==> config.mk <==
export PLATFORM = sky130hd
export DESIGN_NAME = instr_sequencer
export DESIGN_NICKNAME = d
export VERILOG_FILES = /design/src/rtl/instr_sequencer.sv
export SDC_FILE = /design/constraint.sdc
export NUM_CORES = 1
export LEC_CHECK = 0
export ABC_AREA = 1
export CORE_MARGIN = 4
export CORE_UTILIZATION = 49
export DETAILED_ROUTE_END_ITERATION = 10
export GPL_ROUTABILITY_DRIVEN = 0
export PLACE_DENSITY_LB_ADDON = 0.05
export SYNTH_ARGS = -nofsm -noshare
export SYNTH_HDL_FRONTEND = slang
export SYNTH_SLANG_ARGS = --single-unit
==> constraint.sdc <==
create_clock -name clock -period 1.92 [get_ports clock]
set_clock_uncertainty 0.15 [all_clocks]
set_input_delay 0.384 -clock clock [delete_from_list [all_inputs] [get_ports clock]]
set_output_delay 0.384 -clock clock [all_outputs]
set_load 0.1 [all_outputs]
==> src/rtl/instr_sequencer.sv <==
// ============================================================================
// Module   : instr_sequencer
// Purpose  : Control-state sequencer for the processor. Walks each instruction
//            through FETCH1..FETCH3, DECODE and a per-opcode execute chain, and
//            presents the 6-bit state code that control_unit decodes into
//            datapath strobes. Counts decoded instructions and flags undefined
//            opcodes and memory timeouts.
// Revision : 1.0 - initial release
//
// Configuration macro:
//   SEQ_WAIT_EN - when defined, LOAD2 and STORE2 stretch until mem_ready=1,
//                 with a WAIT_MAX-cycle timeout that sets timeout_err and
//                 parks the sequencer in HALT. When undefined, mem_ready is
//                 ignored and timeout_err is tied low.
//
// Ports:
//   clock       in   1        system clock, rising edge
//   reset       in   1        asynchronous, active-high
//   run         in   1        start/resume request (used in IDLE and HALT)
//   ir_opcode   in   OP_W     IR[15:12], sampled only in DECODE
//   z_flag      in   1        accumulator-zero flag, sampled only in DECODE
//   mem_ready   in   1        DRAM access complete (SEQ_WAIT_EN only)
//   state       out  STATE_W  current state code
//   busy        out  1        state is neither IDLE nor HALT
//   halted      out  1        state is HALT
//   illegal_op  out  1        one-cycle pulse after decoding opcode 7..E
//   timeout_err out  1        sticky memory-timeout flag
//   instr_count out  CNT_W    number of instructions decoded (wrapping)
// ============================================================================
`default_nettype none

module instr_sequencer #(
    parameter int STATE_W  = 6,
    parameter int OP_W     = 4,
    parameter int CNT_W    = 16,
    parameter int WAIT_MAX = 15
) (
    input  logic               clock,
    input  logic               reset,
    input  logic               run,
    input  logic [OP_W-1:0]    ir_opcode,
    input  logic               z_flag,
    input  logic               mem_ready,
    output logic [STATE_W-1:0] state,
    output logic               busy,
    output logic               halted,
    output logic               illegal_op,
    output logic               timeout_err,
    output logic [CNT_W-1:0]   instr_count
);

    // State codes are fixed by control_unit's decode table.
    typedef enum logic [STATE_W-1:0] {
        S_IDLE   = 6'd0,
        S_FETCH1 = 6'd1,
        S_FETCH2 = 6'd2,
        S_FETCH3 = 6'd3,
        S_DECODE = 6'd4,
        S_LOAD1  = 6'd8,
        S_LOAD2  = 6'd9,
        S_LOAD3  = 6'd10,
        S_STORE1 = 6'd12,
        S_STORE2 = 6'd13,
        S_ADD1   = 6'd16,
        S_ADD2   = 6'd17,
        S_SUB1   = 6'd20,
        S_SUB2   = 6'd21,
        S_JMP1   = 6'd24,
        S_JZ1    = 6'd28,
        S_HALT   = 6'd63
    } state_t;

    state_t cur_state;
    state_t nxt_state;
    logic   nxt_illegal;
    logic   count_inc;
    logic   nxt_timeout;

`ifdef SEQ_WAIT_EN
    localparam int WAIT_W = $clog2(WAIT_MAX + 1);

    logic [WAIT_W-1:0] wait_cnt;
    logic              wait_hold;
    logic              timeout_q;

    // A memory step either advances (ready wins even on the limit cycle),
    // times out on the WAIT_MAX-th consecutive not-ready cycle, or holds.
    function automatic state_t mem_step(input state_t here, input state_t after);
        if (mem_ready)
            return after;
        else if (wait_cnt == WAIT_W'(WAIT_MAX - 1))
            return S_HALT;
        else
            return here;
    endfunction
`else
    // mem_ready and WAIT_MAX only matter when memory wait states are enabled.
    logic unused_wait_cfg;
    assign unused_wait_cfg = mem_ready ^ (WAIT_MAX == 0);
`endif

    always_comb begin
        nxt_state   = cur_state;
        nxt_illegal = 1'b0;
        count_inc   = 1'b0;
        nxt_timeout = 1'b0;
`ifdef SEQ_WAIT_EN
        wait_hold   = 1'b0;
`endif
        case (cur_state)
            S_IDLE:   if (run) nxt_state = S_FETCH1;
            S_FETCH1: nxt_state = S_FETCH2;
            S_FETCH2: nxt_state = S_FETCH3;
            S_FETCH3: begin
                nxt_state = S_DECODE;
                count_inc = 1'b1;
            end
            S_DECODE: begin
                case (ir_opcode)
                    OP_W'(0):  nxt_state = S_FETCH1;
                    OP_W'(1):  nxt_state = S_LOAD1;
                    OP_W'(2):  nxt_state = S_STORE1;
                    OP_W'(3):  nxt_state = S_ADD1;
                    OP_W'(4):  nxt_state = S_SUB1;
                    OP_W'(5):  nxt_state = S_JMP1;
                    OP_W'(6):  nxt_state = z_flag ? S_JZ1 : S_FETCH1;
                    OP_W'(15): nxt_state = S_HALT;
                    default: begin
                        nxt_state   = S_FETCH1;
                        nxt_illegal = 1'b1;
                    end
                endcase
            end
            S_LOAD1:  nxt_state = S_LOAD2;
`ifdef SEQ_WAIT_EN
            S_LOAD2: begin
                nxt_state   = mem_step(S_LOAD2, S_LOAD3);
                wait_hold   = (nxt_state == S_LOAD2);
                nxt_timeout = (nxt_state == S_HALT);
            end
            S_STORE2: begin
                nxt_state   = mem_step(S_STORE2, S_FETCH1);
                wait_hold   = (nxt_state == S_STORE2);
                nxt_timeout = (nxt_state == S_HALT);
            end
`else
            S_LOAD2:  nxt_state = S_LOAD3;
            S_STORE2: nxt_state = S_FETCH1;
`endif
            S_LOAD3:  nxt_state = S_FETCH1;
            S_STORE1: nxt_state = S_STORE2;
            S_ADD1:   nxt_state = S_ADD2;
            S_ADD2:   nxt_state = S_FETCH1;
            S_SUB1:   nxt_state = S_SUB2;
            S_SUB2:   nxt_state = S_FETCH1;
            S_JMP1:   nxt_state = S_FETCH1;
            S_JZ1:    nxt_state = S_FETCH1;
            S_HALT:   if (run) nxt_state = S_FETCH1;
            default:  nxt_state = S_IDLE;
        endcase
    end

    // Status outputs are registered from the next state so they line up
    // with the state code in the same cycle.
    always_ff @(posedge clock or posedge reset) begin
        if (reset) begin
            cur_state   <= S_IDLE;
            busy        <= 1'b0;
            halted      <= 1'b0;
            illegal_op  <= 1'b0;
            instr_count <= '0;
`ifdef SEQ_WAIT_EN
            wait_cnt    <= '0;
            timeout_q   <= 1'b0;
`endif
        end else begin
            cur_state   <= nxt_state;
            busy        <= (nxt_state != S_IDLE) && (nxt_state != S_HALT);
            halted      <= (nxt_state == S_HALT);
            illegal_op  <= nxt_illegal;
            if (count_inc)
                instr_count <= instr_count + 1'b1;
`ifdef SEQ_WAIT_EN
            wait_cnt    <= wait_hold ? wait_cnt + 1'b1 : '0;
            timeout_q   <= timeout_q | nxt_timeout;
`endif
        end
    end

    assign state = cur_state;

`ifdef SEQ_WAIT_EN
    assign timeout_err = timeout_q;
`else
    assign timeout_err = 1'b0;
    logic unused_timeout;
    assign unused_timeout = nxt_timeout;
`endif

endmodule

`default_nettype wire

Word level (Yosys, flattened, before mapping)
Index checks and enable logic that the tools add are counted.
Cells by class
  add/sub/neg operators: 1
  equality and inequality tests: 25
  multiplexer cells: 7
  reductions and logical operators: 7
Operator list (count)
  6-bit one-hot mux with 11 select lines: 1
  6-bit one-hot mux with 7 select lines: 1
  6-bit by 5-bit equality test with 1-bit output, second input constant: 6
  6-bit by 4-bit equality test with 1-bit output, second input constant: 5
  16-bit by 1-bit adder with 16-bit output, second input constant: 1
  4-bit by 3-bit equality test with 1-bit output, second input constant: 3
  6-bit by 2-bit equality test with 1-bit output, second input constant: 2
  6-bit equality test, second input constant: 2
  4-bit by 2-bit equality test with 1-bit output, second input constant: 2
  8-bit OR reduction: 1
  6-bit by 1-bit equality test with 1-bit output, second input constant: 1
  6-bit by 3-bit equality test with 1-bit output, second input constant: 1
  6-bit zero test: 1
  6-bit 2-to-1 mux: 1
  6-bit inequality test, second input constant: 1
  6-bit nonzero test: 1
  6-bit OR reduction: 1
  5-bit 2-to-1 mux: 1
  4-bit by 1-bit equality test with 1-bit output, second input constant: 1
  4-bit equality test, second input constant: 1
  4-bit zero test: 1
  1-bit 2-to-1 mux: 3
  2-bit OR reduction: 1
  1-bit logical AND: 1
Word-level totals
  flip-flop bits (word level): 25
  bits of input ports: 9
  output and inout bits: 26
  logic and storage cells: 45

Logic depth before layout (Yosys ltp)
  depth after elaboration: 5
  mapped depth: 10
  mapped depth without buffers: 10

Worst setup path after synthesis
No wires, ideal clock.
  path type: register to register
  start: register cur_state[0], in the netlist state[0]
  end: register instr_count[15]
  library setup time: 0.158 ns
  arrival time: 2.093 ns
  required time: 1.612 ns
  slack: -0.481 ns
  cell stages (with the launch flop): 7
  path buffers: 0
  period minus slack after synthesis: 2.401 ns
  cell sequence: dfrtp_1 nand2_1 nor2_8 nand3b_4 nor3_4 nand3_2 xnor2_1
On the way
  longest elaborated chain between the ends: 2
Ends and longest elaborated chain
  from (decl): line 73  | state_t cur_state;
  from (signal assigned): line 177  | cur_state <= nxt_state;
  6-bit by 2-bit equality test with 1-bit output: line 110  | case (cur_state)
  1-bit 2-to-1 mux: line 110
  to (signal assigned): line 182  | instr_count <= instr_count + 1'b1;
  to (decl): line 49  | output logic [CNT_W-1:0] instr_count
No other way between the ends.
A chain may end at the register's enable or synchronous reset.

Final worst setup path
  start: register cur_state[2], in the netlist state[2]
  end: register instr_count[15]
Same word-level chain as after synthesis.

==> flow_summary.yaml <==
yosys:
  synthTopCellsByCount: "nand2_1 (55), inv_1 (26), dfrtp_1 (25)"
  synth_area_per_cell_um2: 7.659
  synthCells: 190
  seq_area_frac_synth_pct: 42.99
  synth_top_area_share_pct: 42.99
  syn-cell-area_um2: 1455
  synth_nets: 200
  ys_types: 23
  yosys_warnings: 0
  synth_edf_count: 0
  ys_ff_latch: 25
  synthFlopType: "dfrtp_1"
  ys_async_sr_fraction_pct: 100.0
  synthTopCellsByArea: "dfrtp_1 (43%), nand2_1 (14%), nand3_1 (7.2%)"
  yosysTopAreaCell: "dfrtp_1"
  post-synth-top-count-cell: "nand2_1"
final_layout:
  drive_gt1_share_pct: 27.66
  layout.nets: 246
  fillCellCount: 192
  multi_input_area_um2: 732.0
  fin_cells: 266
  register_area_um2: 654.4
  antenna_cells: 0
  areaGrowthSynthToFinish_pct: 51.07
clocking:
  tritoncts: "yes"
  cts_buffers: 3
  clockRootBuffer: "clkbuf_4"
  clock_sinks: 25
  insertion_delay_ns: 0.33
  htree_num_levels: 1
  cts.hold.buffers_added: 0
  clk_path_buf_depth: 2
  cts.clk_slew.worst_paths_ns: 0.15
outcome:
  status: "completed"
routing:
  post-route-drc-count: 0
  wl_per_cell_um: 13.46
  post_drt_via_cell_ratio: 5.391
  vias: 1434
  wl_um: 3580
  drt_iter0_drc: 56
  ant_nets: 0
  dr.pass1.iters: 4
worst_setup_path:
  cp.arrival_ns: 1.89
  cpPeakStageDelay_ns: 0.51
  worstSetupStartpointType: "flip-flop"
  cp_top_family: "simple AND/OR/NAND/NOR gates"
  worstPathRequired_ns: 2.01
  crit_chain: "nor2_2 -> nand2_2 -> nor2_8 -> nand3b_4 -> nor3_4 -> nand3_2 -> xnor2_1"
  crit_buf_inv: 0
  end_kind: "flip-flop"
  path_class: "reg2reg"
  r2r_cells: 7
  worst-path-stages: 7
  worst-path-max-fanout: 7
  crit_slowest_cell: "dfrtp_2"
floorplanning:
  die_h_um: 62.50
  initial_core_util_pct: 51.87
  coreArea_um2: 2805
  dieArea_um2: 3906
  io_pins: 35
  rows: 19
  dieWidth_um: 62.50
placement:
  io_buffers: 32
  dp_slack_ns: -0.1247
  hpwl_um: 2798
  dpl.cell_count: 262
timing:
  finalSetupViolCount: 0
  slew_violations: 0
  fmax_ghz: 0.5545
  finalCriticalPeriod_ns: 1.803
  min_period_over_period_pct: 93.93
  setup_ws_ns: 0.1166
  finalHoldViolCount: 0
power:
  p_leak_nw: 1.120
  power_mw: 2.883
  p_per_area_nw_per_um2: 1311
  irDropWorstVdd_mv: 1.109
grt:
  grt_overflow: 0
  grt_max_degree: 26
  grt_pass1_vias: 1444
  antenna_found_initial: 0
  gr-usage-all-layers_pct: 19.80
  grt_pass1_wl_um: 6285
worst_hold_path:
  hold_class: "in2async"
run:
  cap_viol_max_count: 0
layout by cell type (no fill, tap or decap), types with 3 or more instances in the layout:
cell type / count
xor2_1: 5
o21ai_0: 4
nand2_1: 55
dfrtp_1: 10
dfrtp_4: 4
nor2_1: 22
nand4_1: 6
buf_4: 10
clkbuf_4: 3
buf_12: 25
dfrtp_2: 11
a21oi_1: 3
nand3_1: 21
clkdlybuf4s50_1: 7
inv_1: 26
xnor2_1: 8
final cells by class:
class | count | share of cell area [%]
clock buffer | 3 | 1.024
clock inverter | 1 | 0.3415
inverter | 26 | 4.439
multi-input combinational | 138 | 33.30
sequential | 25 | 29.77
tap | 31 | 1.764
timing repair buffer | 42 | 29.37
through the flow:
step                      setup TNS [ns]  hold slack [ns]  area [um2]  util, %
after floorplan                 -0.05298           0.2606        1484        -
after global placement          -0.06108           0.3521        2161    77.03
final                                  0           0.2241        2198    78.37
after global routing            -0.04798           0.2432        2198    78.37
after detailed placement         -0.1572           0.3584        2161    77.03
after CTS                              0           0.2247        2191    78.10
report_power, final:
| group | internal (mW) | leakage [nW] | switching, mW |
|---|---|---|---|
| clock network | 0.0797 | 0.0139 | 0.165 |
| registers | 0.662 | 0.314 | 0.188 |
| logic | 0.640 | 0.792 | 1.15 |
| total | 1.38 | 1.12 | 1.50 |
path summary, 6_finish.rpt:
check | from | endpoint | slack, ns
worst max-delay path | state[2] | instr_count[15] | 0.12
max in group asynchronous | reset | state[1] | 1.11
worst min-delay path | reset | instr_count[15] | 0.22
worst min register to register | instr_count[4] | instr_count[4] | 0.38
min in group clock | instr_count[4] | instr_count[4] | 0.38
worst max register to register | state[2] | instr_count[15] | 0.12
kinds of logic after synthesis:
family	Yosys count	synth area share [%]
and+or+nand+nor	115	37.66
other	1	0.2577
xor gates and xnor gates	13	7.825
AOI/OAI and AO/OA	8	3.181
adders and majority gates	1	0.8597
DFF	25	42.99
buffers and inverters	27	7.223
sequential cells by signal, indices dropped and copies added (netlist names):
register,cells
illegal_op,1
instr_count,16
halted,1
busy,1
state,6
what timing repair did:
action | in CTS | in global routing
endpoints found under the hold margin | 0 | 0
gates resized for setup | 0 | 2
setup endpoints to repair | 0 | 2
setup buffers | 0 | 0
metal layers:
metal,vias to the layer above,GRT usage [%],wire (um)
li1,689,-,-
met4,0,7.438,93
met1,664,20.81,1272
met5,-,0,0
met2,67,37.02,1980
met3,14,5.576,233
tightest hold or removal path, stage by stage:
cell             delay (ns)
clkdlybuf4s50_1        0.39
inv_1                  0.05
buf_4                  0.30
No activity file was read; power rests on OpenSTA's default activity.
